==> config.mk <==
export PLATFORM = sky130hd
export DESIGN_NAME = pokemon_match_sequencer
export DESIGN_NICKNAME = d
export VERILOG_FILES = /design/src/rtl/pokemon_pkg.sv /design/src/rtl/pokemon_tick_timer.sv /design/src/rtl/pokemon_match_sequencer.sv
export SDC_FILE = /design/constraint.sdc
export NUM_CORES = 1
export LEC_CHECK = 0
export BUFFER_PORTS_ARGS = -buffer_cell sky130_fd_sc_hd__buf_2
export CAP_MARGIN = 20
export CELL_PAD_IN_SITES_DETAIL_PLACEMENT = 2
export CELL_PAD_IN_SITES_GLOBAL_PLACEMENT = 2
export CORE_MARGIN = 3
export CORE_UTILIZATION = 30
export CTS_BUF_LIST = sky130_fd_sc_hd__clkbuf_2
export DETAILED_ROUTE_END_ITERATION = 6
export HOLD_SLACK_MARGIN = 0.05
export PLACE_DENSITY_LB_ADDON = 0.1
export SYNTH_ARGS = -nofsm -noshare
export SYNTH_HDL_FRONTEND = slang
export SYNTH_SLANG_ARGS = --single-unit
==> constraint.sdc <==
create_clock -name single_pulse_clk -period 4.79 [get_ports single_pulse_clk]
set_input_delay 0.2395 -clock single_pulse_clk [delete_from_list [all_inputs] [get_ports single_pulse_clk]]
set_output_delay 0.2395 -clock single_pulse_clk [all_outputs]
set_load 0.05 [all_outputs]
==> src/rtl/pokemon_pkg.sv <==
// Shared phase encodings, winner codes and defaults for the Pokemon match sequencer.
package pokemon_pkg;

   typedef enum logic [2:0] {
      PH_IDLE       = 3'd0,
      PH_ROUND_INIT = 3'd1,
      PH_COUNTDOWN  = 3'd2,
      PH_PLAY       = 3'd3,
      PH_KO_HOLD    = 3'd4,
      PH_MATCH_OVER = 3'd5
   } phase_t;

   typedef enum logic [1:0] {
      WIN_NONE = 2'd0,
      WIN_P1   = 2'd1,
      WIN_P2   = 2'd2,
      WIN_DRAW = 2'd3
   } winner_t;

   localparam logic [3:0]  GAME_STATE_DEF = 4'b0010;
   localparam int unsigned TMR_W          = 8;

   function automatic winner_t winner_code(input logic [1:0] w1, input logic [1:0] w2);
      if (w1 > w2)      return WIN_P1;
      else if (w2 > w1) return WIN_P2;
      else              return WIN_DRAW;
   endfunction

endpackage

==> src/rtl/pokemon_tick_timer.sv <==
// Tick/second counter pair: counts load_secs periods of load_period ticks, pulses done on the last tick.
module pokemon_tick_timer
   import pokemon_pkg::*;
#(
   parameter int unsigned CNT_W = TMR_W
) (
   input  logic             clk_i,
   input  logic             rst_i,
   input  logic             clear_i,
   input  logic             load_i,
   input  logic [1:0]       load_secs_i,
   input  logic [CNT_W-1:0] load_period_i,
   input  logic             tick_i,
   output logic [1:0]       secs_nxt_o,
   output logic             done_o
);

   logic [CNT_W-1:0] cnt_q, cnt_d;
   logic [CNT_W-1:0] period_q, period_d;
   logic [1:0]       secs_q, secs_d;

   always_ff @(posedge clk_i or posedge rst_i) begin
      if (rst_i) begin
         cnt_q    <= '0;
         period_q <= '0;
         secs_q   <= '0;
      end else begin
         cnt_q    <= cnt_d;
         period_q <= period_d;
         secs_q   <= secs_d;
      end
   end

   always_comb begin
      cnt_d    = cnt_q;
      period_d = period_q;
      secs_d   = secs_q;
      done_o   = 1'b0;
      if (clear_i) begin
         cnt_d    = '0;
         period_d = '0;
         secs_d   = '0;
      end else if (load_i) begin
         cnt_d    = '0;
         period_d = load_period_i;
         secs_d   = load_secs_i;
      end else if (tick_i && (secs_q != 2'd0)) begin
         if (cnt_q == period_q - CNT_W'(1)) begin
            cnt_d  = '0;
            secs_d = secs_q - 2'd1;
            done_o = (secs_q == 2'd1);
         end else begin
            cnt_d = cnt_q + CNT_W'(1);
         end
      end
   end

   // Next-state count lets the parent register its displayed value without an extra cycle of lag.
   assign secs_nxt_o = secs_d;

endmodule

==> src/rtl/pokemon_match_sequencer.sv <==
// Best-of-N match sequencer: round resets, pre-round countdown, gameplay gating, KO detection and scoring.
module pokemon_match_sequencer
   import pokemon_pkg::*;
#(
   parameter logic [3:0]  GAME_STATE    = GAME_STATE_DEF,
   parameter int unsigned WINS_NEEDED   = 2,
   parameter int unsigned MAX_ROUNDS    = 5,
   parameter int unsigned COUNT_SECS    = 3,
   parameter int unsigned TICKS_PER_SEC = 20,
   parameter int unsigned KO_TICKS      = 40
) (
   input  logic       single_pulse_clk,
   input  logic       reset,
   input  logic [3:0] state,
   input  logic       start_btn,
   input  logic       tick_20Hz,
   input  logic       charmander_alive,
   input  logic       squirtle_alive,
   output logic       round_reset,
   output logic       game_enable,
   output logic [1:0] countdown_value,
   output logic [2:0] round_num,
   output logic [1:0] wins_p1,
   output logic [1:0] wins_p2,
   output logic [2:0] phase,
   output logic       ended,
   output logic [1:0] winner
);

   localparam logic [1:0]       WN = 2'(WINS_NEEDED);
   localparam logic [2:0]       MR = 3'(MAX_ROUNDS);
   localparam logic [1:0]       CS = 2'(COUNT_SECS);
   localparam logic [TMR_W-1:0] TP = TMR_W'(TICKS_PER_SEC);
   localparam logic [TMR_W-1:0] KT = TMR_W'(KO_TICKS);

   phase_t     state_q, state_d;
   logic [1:0] wins_p1_q, wins_p1_d;
   logic [1:0] wins_p2_q, wins_p2_d;
   logic [2:0] round_q, round_d;
   logic       round_reset_q, game_enable_q, ended_q;
   logic [1:0] cd_q, cd_d;
   winner_t    winner_q, winner_d;

   logic             tmr_clear, tmr_load, tmr_tick, tmr_done;
   logic [1:0]       tmr_load_secs, tmr_secs_nxt;
   logic [TMR_W-1:0] tmr_load_period;

   assign tmr_tick = tick_20Hz && ((state_q == PH_COUNTDOWN) || (state_q == PH_KO_HOLD));

   pokemon_tick_timer #(
      .CNT_W (TMR_W)
   ) u_timer (
      .clk_i         (single_pulse_clk),
      .rst_i         (reset),
      .clear_i       (tmr_clear),
      .load_i        (tmr_load),
      .load_secs_i   (tmr_load_secs),
      .load_period_i (tmr_load_period),
      .tick_i        (tmr_tick),
      .secs_nxt_o    (tmr_secs_nxt),
      .done_o        (tmr_done)
   );

   always_ff @(posedge single_pulse_clk or posedge reset) begin
      if (reset) begin
         state_q       <= PH_IDLE;
         wins_p1_q     <= '0;
         wins_p2_q     <= '0;
         round_q       <= '0;
         round_reset_q <= 1'b0;
         game_enable_q <= 1'b0;
         ended_q       <= 1'b0;
         cd_q          <= '0;
         winner_q      <= WIN_NONE;
      end else begin
         state_q       <= state_d;
         wins_p1_q     <= wins_p1_d;
         wins_p2_q     <= wins_p2_d;
         round_q       <= round_d;
         round_reset_q <= (state_d == PH_ROUND_INIT);
         game_enable_q <= (state_d == PH_PLAY);
         ended_q       <= (state_d == PH_MATCH_OVER);
         cd_q          <= cd_d;
         winner_q      <= winner_d;
      end
   end

   always_comb begin
      state_d         = state_q;
      wins_p1_d       = wins_p1_q;
      wins_p2_d       = wins_p2_q;
      round_d         = round_q;
      tmr_clear       = 1'b0;
      tmr_load        = 1'b0;
      tmr_load_secs   = '0;
      tmr_load_period = '0;

      unique case (state_q)
         PH_IDLE: begin
            wins_p1_d = '0;
            wins_p2_d = '0;
            round_d   = '0;
            if (start_btn && (state == GAME_STATE)) begin
               round_d = 3'd1;
               state_d = PH_ROUND_INIT;
            end
         end
         PH_ROUND_INIT: begin
            tmr_load        = 1'b1;
            tmr_load_secs   = CS;
            tmr_load_period = TP;
            state_d         = PH_COUNTDOWN;
         end
         PH_COUNTDOWN: begin
            if (tmr_done) state_d = PH_PLAY;
         end
         PH_PLAY: begin
            if (!charmander_alive || !squirtle_alive) begin
               if (charmander_alive && (wins_p1_q != WN)) wins_p1_d = wins_p1_q + 2'd1;
               if (squirtle_alive && (wins_p2_q != WN))   wins_p2_d = wins_p2_q + 2'd1;
               // KO_HOLD reuses the timer as a single "second" of KO_TICKS ticks.
               tmr_load        = 1'b1;
               tmr_load_secs   = 2'd1;
               tmr_load_period = KT;
               state_d         = PH_KO_HOLD;
            end
         end
         PH_KO_HOLD: begin
            if (tmr_done) begin
               if ((wins_p1_q == WN) || (wins_p2_q == WN) || (round_q == MR)) begin
                  state_d = PH_MATCH_OVER;
               end else begin
                  round_d = round_q + 3'd1;
                  state_d = PH_ROUND_INIT;
               end
            end
         end
         PH_MATCH_OVER: ;
         default: state_d = PH_IDLE;
      endcase

      if ((state_q != PH_IDLE) && (state != GAME_STATE)) begin
         state_d   = PH_IDLE;
         wins_p1_d = '0;
         wins_p2_d = '0;
         round_d   = '0;
         tmr_clear = 1'b1;
         tmr_load  = 1'b0;
      end

      cd_d     = (state_d == PH_COUNTDOWN) ? tmr_secs_nxt : 2'd0;
      winner_d = (state_d == PH_MATCH_OVER) ? winner_code(wins_p1_d, wins_p2_d) : WIN_NONE;
   end

   assign round_reset     = round_reset_q;
   assign game_enable     = game_enable_q;
   assign countdown_value = cd_q;
   assign round_num       = round_q;
   assign wins_p1         = wins_p1_q;
   assign wins_p2         = wins_p2_q;
   assign phase           = state_q;
   assign ended           = ended_q;
   assign winner          = winner_q;

endmodule

# Yosys cells after proc, flatten, opt, wreduce, memory -nomap -nowiden
# Index checks and enable logic that the tools add are counted.
[word_totals] register_bits=35 output_inout_bits=17 word_cells=105 input_bits=10
[classes] mux=46 addsub=6 eq_ne=20 n_reduce_logical=19 n_lt_le_gt_ge=2
[op_table] cell="$mux W8" count=6
[op_table] cell="$mux W3" count=9
[op_table] cell="$mux W2" count=13
[op_table] cell="$pmux W3 S6" count=1
[op_table] cell="$eq A3 B2 Y1 const B" count=4
[op_table] cell="$eq A3 B3 Y1 const B" count=4
[op_table] cell="$pmux W2 S2" count=3
[op_table] cell="$pmux W6 S2" count=1
[op_table] cell="$mux W1" count=10
[op_table] cell="$reduce_bool A3 Y1" count=3
[op_table] cell="$add A8 B1 Y8 const B" count=1
[op_table] cell="$eq A8 B8 Y1" count=1
[op_table] cell="$sub A8 B1 Y8 const B" count=1
[op_table] cell="$eq A3 B1 Y1 const B" count=2
[op_table] cell="$logic_and A1 B1 Y1" count=6
[op_table] cell="$mux W6" count=1
[op_table] cell="$ne A3 B2 Y1 const B" count=2
[op_table] cell="$pmux W3 S2" count=1
[op_table] cell="$add A2 B1 Y2 const B" count=2
[op_table] cell="$eq A2 B2 Y1 const B" count=2
[op_table] cell="$eq A4 B2 Y1 const B" count=1
[op_table] cell="$gt A2 B2 Y1" count=2
[op_table] cell="$logic_or A1 B1 Y1" count=4
[op_table] cell="$ne A2 B2 Y1 const B" count=2
[op_table] cell="other kinds (9)" count=11

# Logic depth before layout (Yosys ltp)
[depth] ltp_word=12 mapped_depth=11 depth_no_buf=11

# Cells and area by module
# A second synthesis with hierarchy kept.
[hier_totals] cells_unflattened=238 hier_area_um2=2238.4
[modules_own_cells] module="pokemon_tick_timer" seq_area_each_um2=450.4 area_per_inst_um2=1231.2 instances=1 cells_per_inst=134
[modules_own_cells] module="pokemon_match_sequencer" seq_area_each_um2=425.4 area_per_inst_um2=1007.2 instances=1 cells_per_inst=104

# Worst setup path after synthesis
# Ideal clock, no wire load.
[synth_timing] path_type="flip-flop to flip-flop" from="register state_q[1], in the netlist phase[1]" to="register winner_q[0], in the netlist winner[0]" arrival_ps=2406 required_ps=4703 setup_time_ps=87 setup_slack_ps=2297 n_path_buf=1 path_stages_with_launch=11 synth_period_minus_slack_ps=2493 cell_sequence="dfrtp_1 > or2_2 > clkbuf_1 > a21oi_1 > and3_1 > nor2_1 > a211o_1 > ha_1 > a21oi_1 > a21oi_1 > nor3_1"
[synth_between] elab_chain_cells=12 elab_cells_between_ends=33 cone_classes="2 x order compare; 6 x eq/ne; 19 x mux; 6 x reduce/logical"
[synth_lines] element="from (decl)" line_no="pokemon_match_sequencer.sv:36" text="phase_t state_q, state_d;"
[synth_lines] element="from (signal assigned)" line_no="pokemon_match_sequencer.sv:76" text="state_q <= state_d;"
[synth_lines] element="$eq A3 B2 Y1 or $eq A3 B3 Y1 (tied branches)" line_no="pokemon_match_sequencer.sv:48, pokemon_match_sequencer.sv:98"
[synth_lines] element="$logic_or A1 B1 Y1" line_no="pokemon_match_sequencer.sv:48" text="assign tmr_tick = tick_20Hz && ((state_q == PH_COUNTDOWN) || (state_q == PH_KO_HOLD));"
[synth_lines] element="$logic_and A1 B1 Y1" line_no="pokemon_match_sequencer.sv:48"
[synth_lines] element="$logic_and A1 B1 Y1" line_no="pokemon_tick_timer.sv:47" text="end else if (tick_i && (secs_q != 2'd0)) begin"
[synth_lines] element="$mux W1" line_no="pokemon_tick_timer.sv:47"
[synth_lines] element="$mux W1" line_no="pokemon_tick_timer.sv:43" text="end else if (load_i) begin"
[synth_lines] element="$mux W1" line_no="pokemon_tick_timer.sv:39" text="if (clear_i) begin"
[synth_lines] element="$mux W3, on equally long branches" line_no="pokemon_match_sequencer.sv:129, pokemon_match_sequencer.sv:115"
[synth_lines] element="$pmux W3 S6" line_no="pokemon_match_sequencer.sv:98" text="unique case (state_q)"
[synth_lines] element="$mux W3" line_no="pokemon_match_sequencer.sv:142" text="if ((state_q != PH_IDLE) && (state != GAME_STATE)) begin"
[synth_lines] element="$eq A3 B3 Y1" line_no="pokemon_match_sequencer.sv:152" text="winner_d = (state_d == PH_MATCH_OVER) ? winner_code(wins_p1_d, wins_p2_d) : WIN_NONE;"
[synth_lines] element="$mux W2 *" line_no="pokemon_match_sequencer.sv:152"
[synth_lines] element="named net winner_d[0]" line_no="pokemon_match_sequencer.sv:42" text="winner_t winner_q, winner_d;"
[synth_lines] element="to (signal assigned)" line_no="pokemon_match_sequencer.sv:84" text="winner_q <= winner_d;"
[synth_lines] element="to (decl)" line_no="pokemon_match_sequencer.sv:42"
# The timed path passes the listed nets; every way through them passes the cells marked *.
# A chain may end at the register's enable or synchronous reset.

# Worst setup path after layout
[layout_timing] from="register state_q[0], in the netlist phase[0]" to="register winner_q[0], in the netlist winner[0]"
# Same word-level chain as after synthesis.

==> impl_metrics.env <==
export IMPL_outcome="completed"
export IMPL_synth_edf_count=0
export IMPL_vdd_drop_max_v=0.0000843
export IMPL_core_area_um2=6130
export IMPL_numCtsBuffers=5
export IMPL_setup_violations=0
export IMPL_dp_cells=301
export IMPL_clkSlewWorstSetupHoldPaths_ns=0.16
export IMPL_start_util=0.321
export IMPL_maxCapViolCount=0
export IMPL_synth_warnings=0
export IMPL_yosysSeqAreaShare=0.369
export IMPL_final_nets=256
export IMPL_gp_congestion=0.882
export IMPL_cts_root_buffer="clkbuf_2"
export IMPL_dpl_cell_area_um2=2150
export IMPL_dieArea_um2=7560
export IMPL_fmax_ghz=0.390
export IMPL_min_path_cells=3
export IMPL_rsz0062_at_grt="no"
export IMPL_final_cell_mix="dfrtp_1 (29), buf_2 (26), nor2_1 (17), nand2_1 (15), inv_1 (15)"
export IMPL_synth_top_flop_cell="dfrtp_1"
export IMPL_die_x_um=87.0
export IMPL_wl_met3_um=189
export IMPL_synth_area_um2=1970
export IMPL_drt_met1_wl_um=2800
export IMPL_synth_cell_types=60
export IMPL_cp_start_kind="flip-flop"
export IMPL_clock_latency_ns=0.38
export IMPL_cts_tree="done"
export IMPL_antenna_found_initial=0
export IMPL_synth_area_per_cell_um2=9.55
export IMPL_arrival_ns=2.87
export IMPL_rows=28
export IMPL_routed_wl_met2_um=2560
export IMPL_synth_cells=206
export IMPL_htree_num_levels=2
export IMPL_ys_seq_elements=29
export IMPL_wire_per_inst_um=18.1
export IMPL_post_route_util=0.359
export IMPL_required_ns=5.10
export IMPL_drc_errors=0
export IMPL_area_growth_pct=11.8
export IMPL_fin_crit_ns=2.56
export IMPL_drt_iter0_drc=60
export IMPL_mostFrequentLayoutCell="dfrtp_1"
export IMPL_grt_pass1_wl_um=9380
export IMPL_hold_viol=0
export IMPL_fin_skew_ns=0.0219
export IMPL_endpoint_kind="flip-flop"
export IMPL_num_vias=1637
export IMPL_finalMaxSlewViolations=0
export IMPL_top_layer_used="met4"
export IMPL_fp_dieH_um=87.0
export IMPL_port_buffers=26
export IMPL_drive_above_1_share=0.244
export IMPL_fin_tns_setup_ns=0
export IMPL_cts_buffer_depth=2
export IMPL_holdCritPathClass="in2reg"
export IMPL_synth_net_count=228
export IMPL_cp_max_fo=14
export IMPL_power_leakage_nw=1.09
export IMPL_grt_pass1_vias=1778
export IMPL_worst_slew_pin_transition_ns=0.853
export IMPL_antenna_cells=0
export IMPL_postLayoutCellArea_um2=2200
export IMPL_firstDrtPassIters=4
export IMPL_period_share=0.535
export IMPL_nFillCells=699
export IMPL_final_instance_count_excl_fill=309
export IMPL_clock_sinks=29
export IMPL_viasPerCell=5.30
export IMPL_critical_path_class="reg2reg"
export IMPL_reg2reg_depth=9
export IMPL_p_per_area_nw_per_um2=214
export IMPL_synthArstFlopShare=1.00
export IMPL_dp_hpwl_um=4230
export IMPL_max_slew_margin=0.432
export IMPL_grt_use_total=0.159
export IMPL_ant_nets=0
export IMPL_power_mw=0.471
export IMPL_grt_overflow_total=0
export IMPL_drt_total_wl_um=5600
export IMPL_grt_max_degree=30
export IMPL_io_pins=27
-- cell families after synthesis --
family                     count (synthesis)  share of synthesized area
AOI/OAI and AO/OA                         49                      0.195
xor gates and xnor gates                  10                     0.0445
adders and majority gates                 12                     0.0763
buffers and inverters                     23                     0.0553
DFF                                       29                      0.369
muxes                                      4                     0.0216
and+or+nand+nor                           79                      0.238
-- area by class of cell --
class                      count  area [um2]  share of cell area
multi-input combinational    154        1130               0.515
sequential                    29         726               0.330
timing repair buffer          29         155              0.0705
tap                           75        93.8              0.0427
inverter                      15        56.3              0.0256
clock buffer                   5        25.0              0.0114
clock inverter                 2        11.3             0.00512
-- flip-flops by register name, summed over array words and instances, names as in the netlist --
name	count
game_enable	1
phase	3
u_timer.period_q	2
countdown_value	2
round_num	3
u_timer.cnt_q	8
winner	2
wins_p2	2
ended	1
wins_p1	2
u_timer.secs_q	2
round_reset	1
-- Yosys cell counts (2+ instances only) --
cell type | n | area [um2]
dfrtp_1 | 29 | 726
nor2_1 | 17 | 63.8
inv_1 | 15 | 56.3
nand2_1 | 15 | 56.3
ha_1 | 12 | 150
nand3_1 | 10 | 50.1
a21oi_1 | 8 | 40.0
xor2_1 | 7 | 61.3
o21ai_0 | 6 | 30.0
a22o_1 | 5 | 43.8
and3_1 | 5 | 31.3
nor3_1 | 5 | 25.0
a211oi_1 | 4 | 30.0
a21o_1 | 3 | 22.5
a31oi_1 | 3 | 18.8
clkbuf_1 | 3 | 11.3
nand3b_1 | 3 | 22.5
nand4_1 | 3 | 18.8
xnor2_1 | 3 | 26.3
a2111oi_2 | 2 | 30.0
a211o_1 | 2 | 17.5
a21oi_2 | 2 | 17.5
and3_2 | 2 | 15.0
mux2i_1 | 2 | 20.0
nand4b_1 | 2 | 17.5
o22ai_1 | 2 | 12.5
or2_2 | 2 | 12.5
or3_1 | 2 | 12.5
-- where the power goes --
part | switching, mW | internal (mW)
Combinational | 0.0541 | 0.0323
Clock | 0.0913 | 0.0314
Sequential | 0.00914 | 0.253
-- repair_timing --
item / 4_1_cts / 5_1_grt
endpoints found under the hold margin: 29 / 0
resized for setup: 0 / 0
buffers inserted: 0 / 0
hold buffers: 1 / 0
-- critical path, cell delays in order (launching register included) --
cell and delay, ns:
dfrtp_1 0.58, or2_2 0.44, a21oi_1 0.17, and3_1 0.27, nor2_1 0.08, a211o_1 0.28, ha_1 0.31, a21oi_1 0.17
a21oi_1 0.06, nor3_1 0.13
-- worst paths after layout --
check	start	end	slack, ns
setup / recovery	phase[0]$_DFF_PP0_	winner[0]$_DFF_PP0_	2.23
hold / removal	state[0]	round_reset$_DFF_PP0_	0.34
setup reg to reg	phase[0]$_DFF_PP0_	winner[0]$_DFF_PP0_	2.23
hold reg to reg	u_timer.cnt_q[1]$_DFFE_PP0P_	u_timer.cnt_q[1]$_DFFE_PP0P_	0.59
max in group asynchronous	reset	round_reset$_DFF_PP0_	4.03
min in group asynchronous	reset	winner[1]$_DFF_PP0_	0.46
-- per-layer routing --
metal  track usage  vias up
li1              -      800
met4        0.0467        0
met1         0.231      807
met5             0        -
met3        0.0312        6
met2         0.237       24
-- stage by stage --
stage	hold WS, ns	worst slack (ns)
after detailed placement	0.349	2.26
after CTS	0.308	2.23
after global routing	0.339	1.94
after floorplan	0.318	2.30
final	0.342	2.23
after global placement	0.335	2.38
Power figures use the tool's default switching activity.
